`src/rtl/noc_port_fifo_array_if.sv`:
```
// Handshake bundle for noc_port_fifo_array.
// Purpose : groups the per-port write, read, status and error signals of the
//           multi-channel input FIFO so they travel as one port.
// Signals : in_data/in_valid/in_full/in_afull  - write side, slice p = port p
//           out_data/out_valid/out_ready       - first-word-fall-through read side
//           count                              - per-port occupancy
//           ovf_err/udf_err/err_clr            - sticky error flags and their clear
// Modports: master = producer/consumer around the FIFO, slave = the FIFO array.
interface noc_port_fifo_array_if #(
  parameter int NUM_PORTS = 5,
  parameter int DATASIZE  = 40,
  parameter int DEPTH     = 16
);
  localparam int CW = $clog2(DEPTH) + 1;

  logic [NUM_PORTS*DATASIZE-1:0] in_data;
  logic [NUM_PORTS-1:0]          in_valid;
  logic [NUM_PORTS-1:0]          in_full;
  logic [NUM_PORTS-1:0]          in_afull;
  logic [NUM_PORTS*DATASIZE-1:0] out_data;
  logic [NUM_PORTS-1:0]          out_valid;
  logic [NUM_PORTS-1:0]          out_ready;
  logic [NUM_PORTS*CW-1:0]       count;
  logic [NUM_PORTS-1:0]          ovf_err;
  logic [NUM_PORTS-1:0]          udf_err;
  logic                          err_clr;

  modport master (
    output in_data, in_valid, out_ready, err_clr,
    input  in_full, in_afull, out_data, out_valid, count, ovf_err, udf_err
  );

  modport slave (
    input  in_data, in_valid, out_ready, err_clr,
    output in_full, in_afull, out_data, out_valid, count, ovf_err, udf_err
  );
endinterface

```
`src/rtl/noc_port_fifo_array.sv`:
```
// noc_port_fifo_array
// Purpose : NUM_PORTS fully independent circular-buffer FIFOs, one per router
//           input channel, with first-word-fall-through read data.
// Ports   : clk   - router clock, all state changes on the rising edge
//           rst_n - asynchronous active-low reset (storage array is not reset)
//           bus   - noc_port_fifo_array_if.slave carrying the per-port
//                   write/read handshakes, occupancy and sticky error flags
// Status flags (full/afull/valid) are registers updated from the next
// occupancy, so they always equal a decode of the registered counter and
// have no combinational path from in_valid/out_ready.
module noc_port_fifo_array #(
  parameter int NUM_PORTS = 5,
  parameter int DATASIZE  = 40,
  parameter int DEPTH     = 16,
  parameter int AFULL_TH  = DEPTH - 2
) (
  input logic                  clk,
  input logic                  rst_n,
  noc_port_fifo_array_if.slave bus
);
  localparam int AW = (DEPTH > 1) ? $clog2(DEPTH) : 1;
  localparam int CW = $clog2(DEPTH) + 1;
  localparam logic [AW-1:0] PTR_ONE   = AW'(1'b1);
  localparam logic [CW-1:0] CNT_ONE   = CW'(1'b1);
  localparam logic [CW-1:0] CNT_ZERO  = {CW{1'b0}};
  localparam logic [CW-1:0] CNT_FULL  = CW'(DEPTH);
  localparam logic [CW-1:0] CNT_AFULL = CW'(AFULL_TH);

  logic [NUM_PORTS*DATASIZE-1:0] out_data_s;
  logic [NUM_PORTS-1:0]          in_full_s;
  logic [NUM_PORTS-1:0]          in_afull_s;
  logic [NUM_PORTS-1:0]          out_valid_s;
  logic [NUM_PORTS-1:0]          ovf_err_s;
  logic [NUM_PORTS-1:0]          udf_err_s;
  logic [NUM_PORTS*CW-1:0]       count_s;

  genvar p;
  generate
    for (p = 0; p < NUM_PORTS; p++) begin : g_port
      logic [DATASIZE-1:0] mem_r [DEPTH];
      logic [AW-1:0]       wptr_r;
      logic [AW-1:0]       rptr_r;
      logic [CW-1:0]       cnt_r;
      logic [CW-1:0]       cnt_nxt_s;
      logic                full_r;
      logic                afull_r;
      logic                valid_r;
      logic                ovf_r;
      logic                udf_r;
      logic                wr_s;
      logic                rd_s;
      logic                ovf_ev_s;
      logic                udf_ev_s;

      // Accept/reject decisions and next occupancy, gated by registered flags only
      always_comb begin
        wr_s     = bus.in_valid[p] & ~full_r;
        rd_s     = bus.out_ready[p] & valid_r;
        ovf_ev_s = bus.in_valid[p] & full_r;
        udf_ev_s = bus.out_ready[p] & ~valid_r;
        case ({wr_s, rd_s})
          2'b10:   cnt_nxt_s = cnt_r + CNT_ONE;
          2'b01:   cnt_nxt_s = cnt_r - CNT_ONE;
          default: cnt_nxt_s = cnt_r;
        endcase
      end

      // Flit storage; contents are meaningless until written, so no reset
      always_ff @(posedge clk) begin
        if (wr_s) begin
          mem_r[wptr_r] <= bus.in_data[p*DATASIZE +: DATASIZE];
        end
      end

      // Pointers, occupancy and the status flags decoded from next occupancy
      always_ff @(posedge clk or negedge rst_n) begin
        if (!rst_n) begin
          wptr_r  <= {AW{1'b0}};
          rptr_r  <= {AW{1'b0}};
          cnt_r   <= CNT_ZERO;
          full_r  <= 1'b0;
          afull_r <= 1'b0;
          valid_r <= 1'b0;
        end else begin
          // DEPTH is a power of two, so natural pointer overflow is the wrap
          if (wr_s) begin
            wptr_r <= wptr_r + PTR_ONE;
          end
          if (rd_s) begin
            rptr_r <= rptr_r + PTR_ONE;
          end
          cnt_r   <= cnt_nxt_s;
          full_r  <= (cnt_nxt_s == CNT_FULL);
          afull_r <= (cnt_nxt_s >= CNT_AFULL);
          valid_r <= (cnt_nxt_s != CNT_ZERO);
        end
      end

      // Sticky error flags; a fresh event takes priority over err_clr
      always_ff @(posedge clk or negedge rst_n) begin
        if (!rst_n) begin
          ovf_r <= 1'b0;
          udf_r <= 1'b0;
        end else begin
          if (ovf_ev_s) begin
            ovf_r <= 1'b1;
          end else if (bus.err_clr) begin
            ovf_r <= 1'b0;
          end
          if (udf_ev_s) begin
            udf_r <= 1'b1;
          end else if (bus.err_clr) begin
            udf_r <= 1'b0;
          end
        end
      end

      assign out_data_s[p*DATASIZE +: DATASIZE] = mem_r[rptr_r];
      assign count_s[p*CW +: CW]                = cnt_r;
      assign in_full_s[p]                       = full_r;
      assign in_afull_s[p]                      = afull_r;
      assign out_valid_s[p]                     = valid_r;
      assign ovf_err_s[p]                       = ovf_r;
      assign udf_err_s[p]                       = udf_r;
    end
  endgenerate

  assign bus.out_data  = out_data_s;
  assign bus.count     = count_s;
  assign bus.in_full   = in_full_s;
  assign bus.in_afull  = in_afull_s;
  assign bus.out_valid = out_valid_s;
  assign bus.ovf_err   = ovf_err_s;
  assign bus.udf_err   = udf_err_s;
endmodule

```
`src/flat_wrapper.sv`:
```
// flat-port wrapper written by rule: the top's interface ports become plain ports
module noc_port_fifo_array_flat 
#(
  parameter int NUM_PORTS = 5,
  parameter int DATASIZE  = 40,
  parameter int DEPTH     = 16,
  parameter int AFULL_TH  = DEPTH - 2
)
  (clk, rst_n, bus_in_data, bus_in_valid, bus_out_ready, bus_err_clr, bus_in_full, bus_in_afull, bus_out_data, bus_out_valid, bus_count, bus_ovf_err, bus_udf_err);
  noc_port_fifo_array_if #(.NUM_PORTS(NUM_PORTS), .DATASIZE(DATASIZE), .DEPTH(DEPTH)) bus_i ();
  input logic clk;
  input logic rst_n;
  input wire logic [$bits(bus_i.in_data)-1:0] bus_in_data;
  input wire logic [$bits(bus_i.in_valid)-1:0] bus_in_valid;
  input wire logic [$bits(bus_i.out_ready)-1:0] bus_out_ready;
  input wire logic [$bits(bus_i.err_clr)-1:0] bus_err_clr;
  output wire logic [$bits(bus_i.in_full)-1:0] bus_in_full;
  output wire logic [$bits(bus_i.in_afull)-1:0] bus_in_afull;
  output wire logic [$bits(bus_i.out_data)-1:0] bus_out_data;
  output wire logic [$bits(bus_i.out_valid)-1:0] bus_out_valid;
  output wire logic [$bits(bus_i.count)-1:0] bus_count;
  output wire logic [$bits(bus_i.ovf_err)-1:0] bus_ovf_err;
  output wire logic [$bits(bus_i.udf_err)-1:0] bus_udf_err;
  assign bus_i.in_data = bus_in_data;
  assign bus_i.in_valid = bus_in_valid;
  assign bus_i.out_ready = bus_out_ready;
  assign bus_i.err_clr = bus_err_clr;
  assign bus_in_full = bus_i.in_full;
  assign bus_in_afull = bus_i.in_afull;
  assign bus_out_data = bus_i.out_data;
  assign bus_out_valid = bus_i.out_valid;
  assign bus_count = bus_i.count;
  assign bus_ovf_err = bus_i.ovf_err;
  assign bus_udf_err = bus_i.udf_err;
  noc_port_fifo_array #(.NUM_PORTS(NUM_PORTS), .DATASIZE(DATASIZE), .DEPTH(DEPTH), .AFULL_TH(AFULL_TH)) u_core (.clk(clk), .rst_n(rst_n), .bus(bus_i));
endmodule
```
`config.mk`:
```
export PLATFORM = sky130hd
export DESIGN_NAME = noc_port_fifo_array_flat
export DESIGN_NICKNAME = d
export VERILOG_FILES = /design/src/rtl/noc_port_fifo_array_if.sv /design/src/rtl/noc_port_fifo_array.sv /design/src/flat_wrapper.sv
export SDC_FILE = /design/constraint.sdc
export NUM_CORES = 2
export LEC_CHECK = 0
export ABC_CLOCK_PERIOD_IN_PS = 7400
export BUFFER_PORTS_ARGS = -buffer_cell sky130_fd_sc_hd__buf_2
export CAP_MARGIN = 0
export CORE_AREA = 2 2 505 507
export CTS_CLUSTER_SIZE = 40
export DETAILED_ROUTE_END_ITERATION = 6
export DIE_AREA = 0 0 507 509
export GPL_TIMING_DRIVEN = 0
export PLACE_DENSITY = 0.64
export SETUP_SLACK_MARGIN = 0.3
export SLEW_MARGIN = 20
export SYNTH_ARGS = -nofsm -noshare
export SYNTH_HDL_FRONTEND = slang
export SYNTH_SLANG_ARGS = --single-unit
```
`constraint.sdc`:
```
create_clock -name clk -period 7.4 [get_ports clk]
set_clock_uncertainty 0.1 [all_clocks]
set_input_delay 0.37 -clock clk [delete_from_list [all_inputs] [get_ports clk]]
set_output_delay 0.37 -clock clk [all_outputs]
set_load 0.1 [all_outputs]
```
==> results.json <==
{
  "status": "finished with violations",
  "grt_pass1_wl_um": 434000,
  "synth_edf_count": 3200,
  "r2r_end": "u_core.g_port[4].full_r$_DFF_PN0_",
  "cts_tree": "yes",
  "routed_wl_um": 303000,
  "postLayoutCoreUtil_pct": 58.5,
  "worstHoldEndpoint": "u_core.g_port[4].ovf_r$_DFFE_PN0P_",
  "tightest_slew_ns": 1.12,
  "yosysSeqAreaShare_pct": 78.2,
  "power_switching_w": 0.0267,
  "antenna_found_initial": 40,
  "p_leak_nw": 48.1,
  "synth_ff_type": "edfxtp_1",
  "cp_num_buf_inv": 4,
  "cts_root_buf": "clkbuf_16",
  "holdCritStartpoint": "bus_err_clr",
  "nNetsFinal": 6724,
  "power.density_nw_per_um2": 452,
  "die_area_um2": 258000,
  "r2r_start": "u_core.g_port[4].valid_r$_DFF_PN0_",
  "path_clk_slew_ns": 0.06,
  "drcViolationCount": 0,
  "drtIter0Drc": 6793,
  "initial_core_util_pct": 49.8,
  "core_um2": 253000,
  "synth.largest_area_cell": "edfxtp_1",
  "stdcell_count": 10100,
  "wire_per_inst_um": 30.0,
  "clock_sinks": 3290,
  "slew_viol_final": 0,
  "multi_input_area_um2": 26000,
  "crit_path_end_kind": "output port",
  "num-fill-cells": 18000,
  "cp_slowest_cell": "clkbuf_1",
  "grt_overflow_total": 0,
  "seq_area_um2": 98300,
  "synth_area_leaders": "edfxtp_1 76%, mux4_2 16%, dfrtp_1 1.8%, mux2i_1 1.0%, clkbuf_1 0.40%",
  "cp-startpoint": "u_core.g_port[1].rptr_r[1]$_DFFE_PN0P_",
  "syn_avg_cell_area_um2": 23.6,
  "yosysWarnings": 0,
  "final_antenna_net_count": 0,
  "drive_gt1_share_pct": 32.8,
  "slowest_delay_ns": 0.59,
  "cap_violations": 0,
  "startpoint_type": "flip-flop",
  "synth_cell_types": 56,
  "maxSlewHeadroom_pct": 25.1,
  "worstRegToRegCells": 10,
  "ioPinCount": 463,
  "critPathArrivalTime_ns": 4.11,
  "setup_viol": 0,
  "grtUsageTotal_pct": 23.4,
  "fmax_mhz": 218,
  "cpMostUsedCell": "clkbuf_1",
  "cts_buffer_depth": 4,
  "async_flop_share_pct": 2.74,
  "num_rows": 185,
  "switching_share_pct": 39.9,
  "hold_class": "primary input to flip-flop",
  "path_cells": "clkbuf_1, nor2b_1, clkbuf_1, clkbuf_1, a221oi_1, o21ai_0, nand2_1, buf_2",
  "via_per_inst": 5.98,
  "worst-setup-path-type": "flip-flop to output port",
  "vdd_ir_drop_max_mv": 0.831,
  "htreeDepth": 5,
  "synth-seq-cells": 3290,
  "hpwlAfterDp_um": 182000,
  "drt_pass1_iterations": 5,
  "violations": "negative hold slack",
  "area_growth_pct": 17.4,
  "io_buffers": 461,
  "p_clk_share_pct": 24.7,
  "yosys.cell_count.top_type": "edfxtp_1",
  "intPower_w": 0.0401,
  "placed_cells": 9275,
  "period_share_pct": 62.0,
  "synth_top_area_share_pct": 76.4,
  "cts_buffers": 348,
  "die_h_um": 509,
  "insertion_delay_ns": 0.94,
  "final.min_clock_period_ns": 4.58,
  "grt_max_degree": 59,
  "syn-instance-count": 5334,
  "power.total_w": 0.0668,
  "num_vias": 60500,
  "worstHoldPathCells": 2,
  "rsz0062_at_grt": "false",
  "routabilityCongestion": 0.782,
  "postSynthNetCount": 5582,
  "p_seq_share_pct": 34.5,
  "synthesis.area_um2": 126000,
  "fin_hold_ws_ns": -0.00167,
  "cp_data_required_time_ns": 6.93,
  "cts_setup_buffers": 0,
  "cp_max_fo": 10,
  "pwr-share-comb_pct": 40.8,
  "hold_viol_final": 1,
  "critical-path-top-delay-family": "buffers and inverters",
  "grt_pass1_vias": 62300,
  "synthTopCellsByCount": "3200 x edfxtp_1, 880 x mux4_2, 135 x clkbuf_1",
  "r2r_slack_ns": 3.37,
  "die_w_um": 507
}
-- cell usage in the layout, fill, tap and decap left out, drive strengths merged, types with 64 or more instances in the layout --
master and instances:
edfxtp 3200, mux4 880, buf 738, clkbuf 559, dlygate4sd3 216, clkinv 128
mux2i 127, o21ai 98, nand2 93, dfrtp 90, and2 65, inv 64
-- per-layer routing --
| metal | global-route usage, % | routed length [µm] | share of wire (%) |
|---|---|---|---|
| met5 | 0 | 228 | 0.075 |
| met3 | 4.71 | 23700 | 7.8 |
| met4 | 6.53 | 7690 | 2.5 |
| met2 | 37.9 | 149000 | 49 |
| met1 | 32.7 | 123000 | 40 |
-- power by group through the flow --
| stage | Sequential, W | Clock, W | Combinational [W] |
|---|---|---|---|
| 2_1_floorplan | 0.0238 | 0 | 0.0200 |
| 3_3_place_gp | 0.0235 | 0 | 0.0267 |
| 3_5_place_dp | 0.0234 | 0 | 0.0273 |
| 4_1_cts | 0.0230 | 0.0168 | 0.0275 |
| 5_1_grt | 0.0232 | 0.0175 | 0.0284 |
| 6_report | 0.0230 | 0.0165 | 0.0273 |
-- how the worst max path moves through the flow --
| stage | end | slack [ns] | cells after the start |
|---|---|---|---|
| final | bus_out_data[40] | 2.82 | 8 |
| after global routing | bus_out_data[40] | 2.59 | 8 |
| after CTS | bus_out_data[40] | 2.77 | 8 |
| after detailed placement | u_core.g_port[4].full_r$_DFF_PN0_ | 3.21 | 10 |
| after global placement | u_core.g_port[0].mem_r[3][12]$_DFFE_PP_ | -1.01 | 5 |
| after floorplan | u_core.g_port[0].mem_r[3][0]$_DFFE_PP_ | 3.21 | 4 |
-- flip-flops by register name (all words and copies together) (netlist names) --
signal,cells
u_core.g_port.afull_r,5
u_core.g_port.cnt_r,25
u_core.g_port.full_r,5
u_core.g_port.mem_r,3200
u_core.g_port.ovf_r,5
u_core.g_port.rptr_r,20
u_core.g_port.udf_r,5
u_core.g_port.valid_r,5
u_core.g_port.wptr_r,20
-- area by class of cell --
class / count / share of cell area, %
diodes: 27 / 0.0457
clock buffers: 424 / 6.16
well taps: 3366 / 2.85
flip-flops and latches: 3290 / 66.6
clock inverters: 171 / 1.06
multi-input cells: 1691 / 17.6
inverters: 56 / 0.142
repair buffers: 792 / 4.53
plain buffers: 297 / 1.09
-- stage by stage --
| step | setup slack, ns | instance area (µm²) | setup TNS (ns) |
|---|---|---|---|
| floorplan | 3.21 | 126000 | 0 |
| finish | 2.82 | 148000 | 0 |
| detailed placement | 3.21 | 135000 | 0 |
| global placement | -1.01 | 132000 | -147.59 |
| CTS | 2.77 | 148000 | 0 |
| global route | 2.59 | 148000 | 0 |
-- worst register-to-register path: cells and delay by family, from the launching register on --
kind	cells	cell delay [ns]
compound gates	1	0.21
xor+xnor	1	0.29
fa+ha+maj	1	0.52
buf+inv	3	1.10
flops	1	0.64
simple gates	4	1.07
-- cells by family (layout without fill, tap and decap cells) --
logic type               after synthesis  in the layout  share of synthesized area [%]
AO/OA/AOI/OAI                        272            272                           1.37
flip-flops                          3290           3290                           78.2
adder cells (fa/ha/maj)               35             35                          0.348
buffers and inverters                353           1740                           1.43
other                                  0             27                              0
AND/OR/NAND/NOR                      278            278                           1.16
XOR/XNOR                              57             57                          0.397
multiplexers                        1049           1049                           17.1
-- timing repair --
| action | in CTS | in global routing |
|---|---|---|
| hold buffers | 217 | 0 |
| resized for setup | 0 | 0 |
| endpoints found under the hold margin | 3324 | 0 |
(Power assumes the default switching activity.)
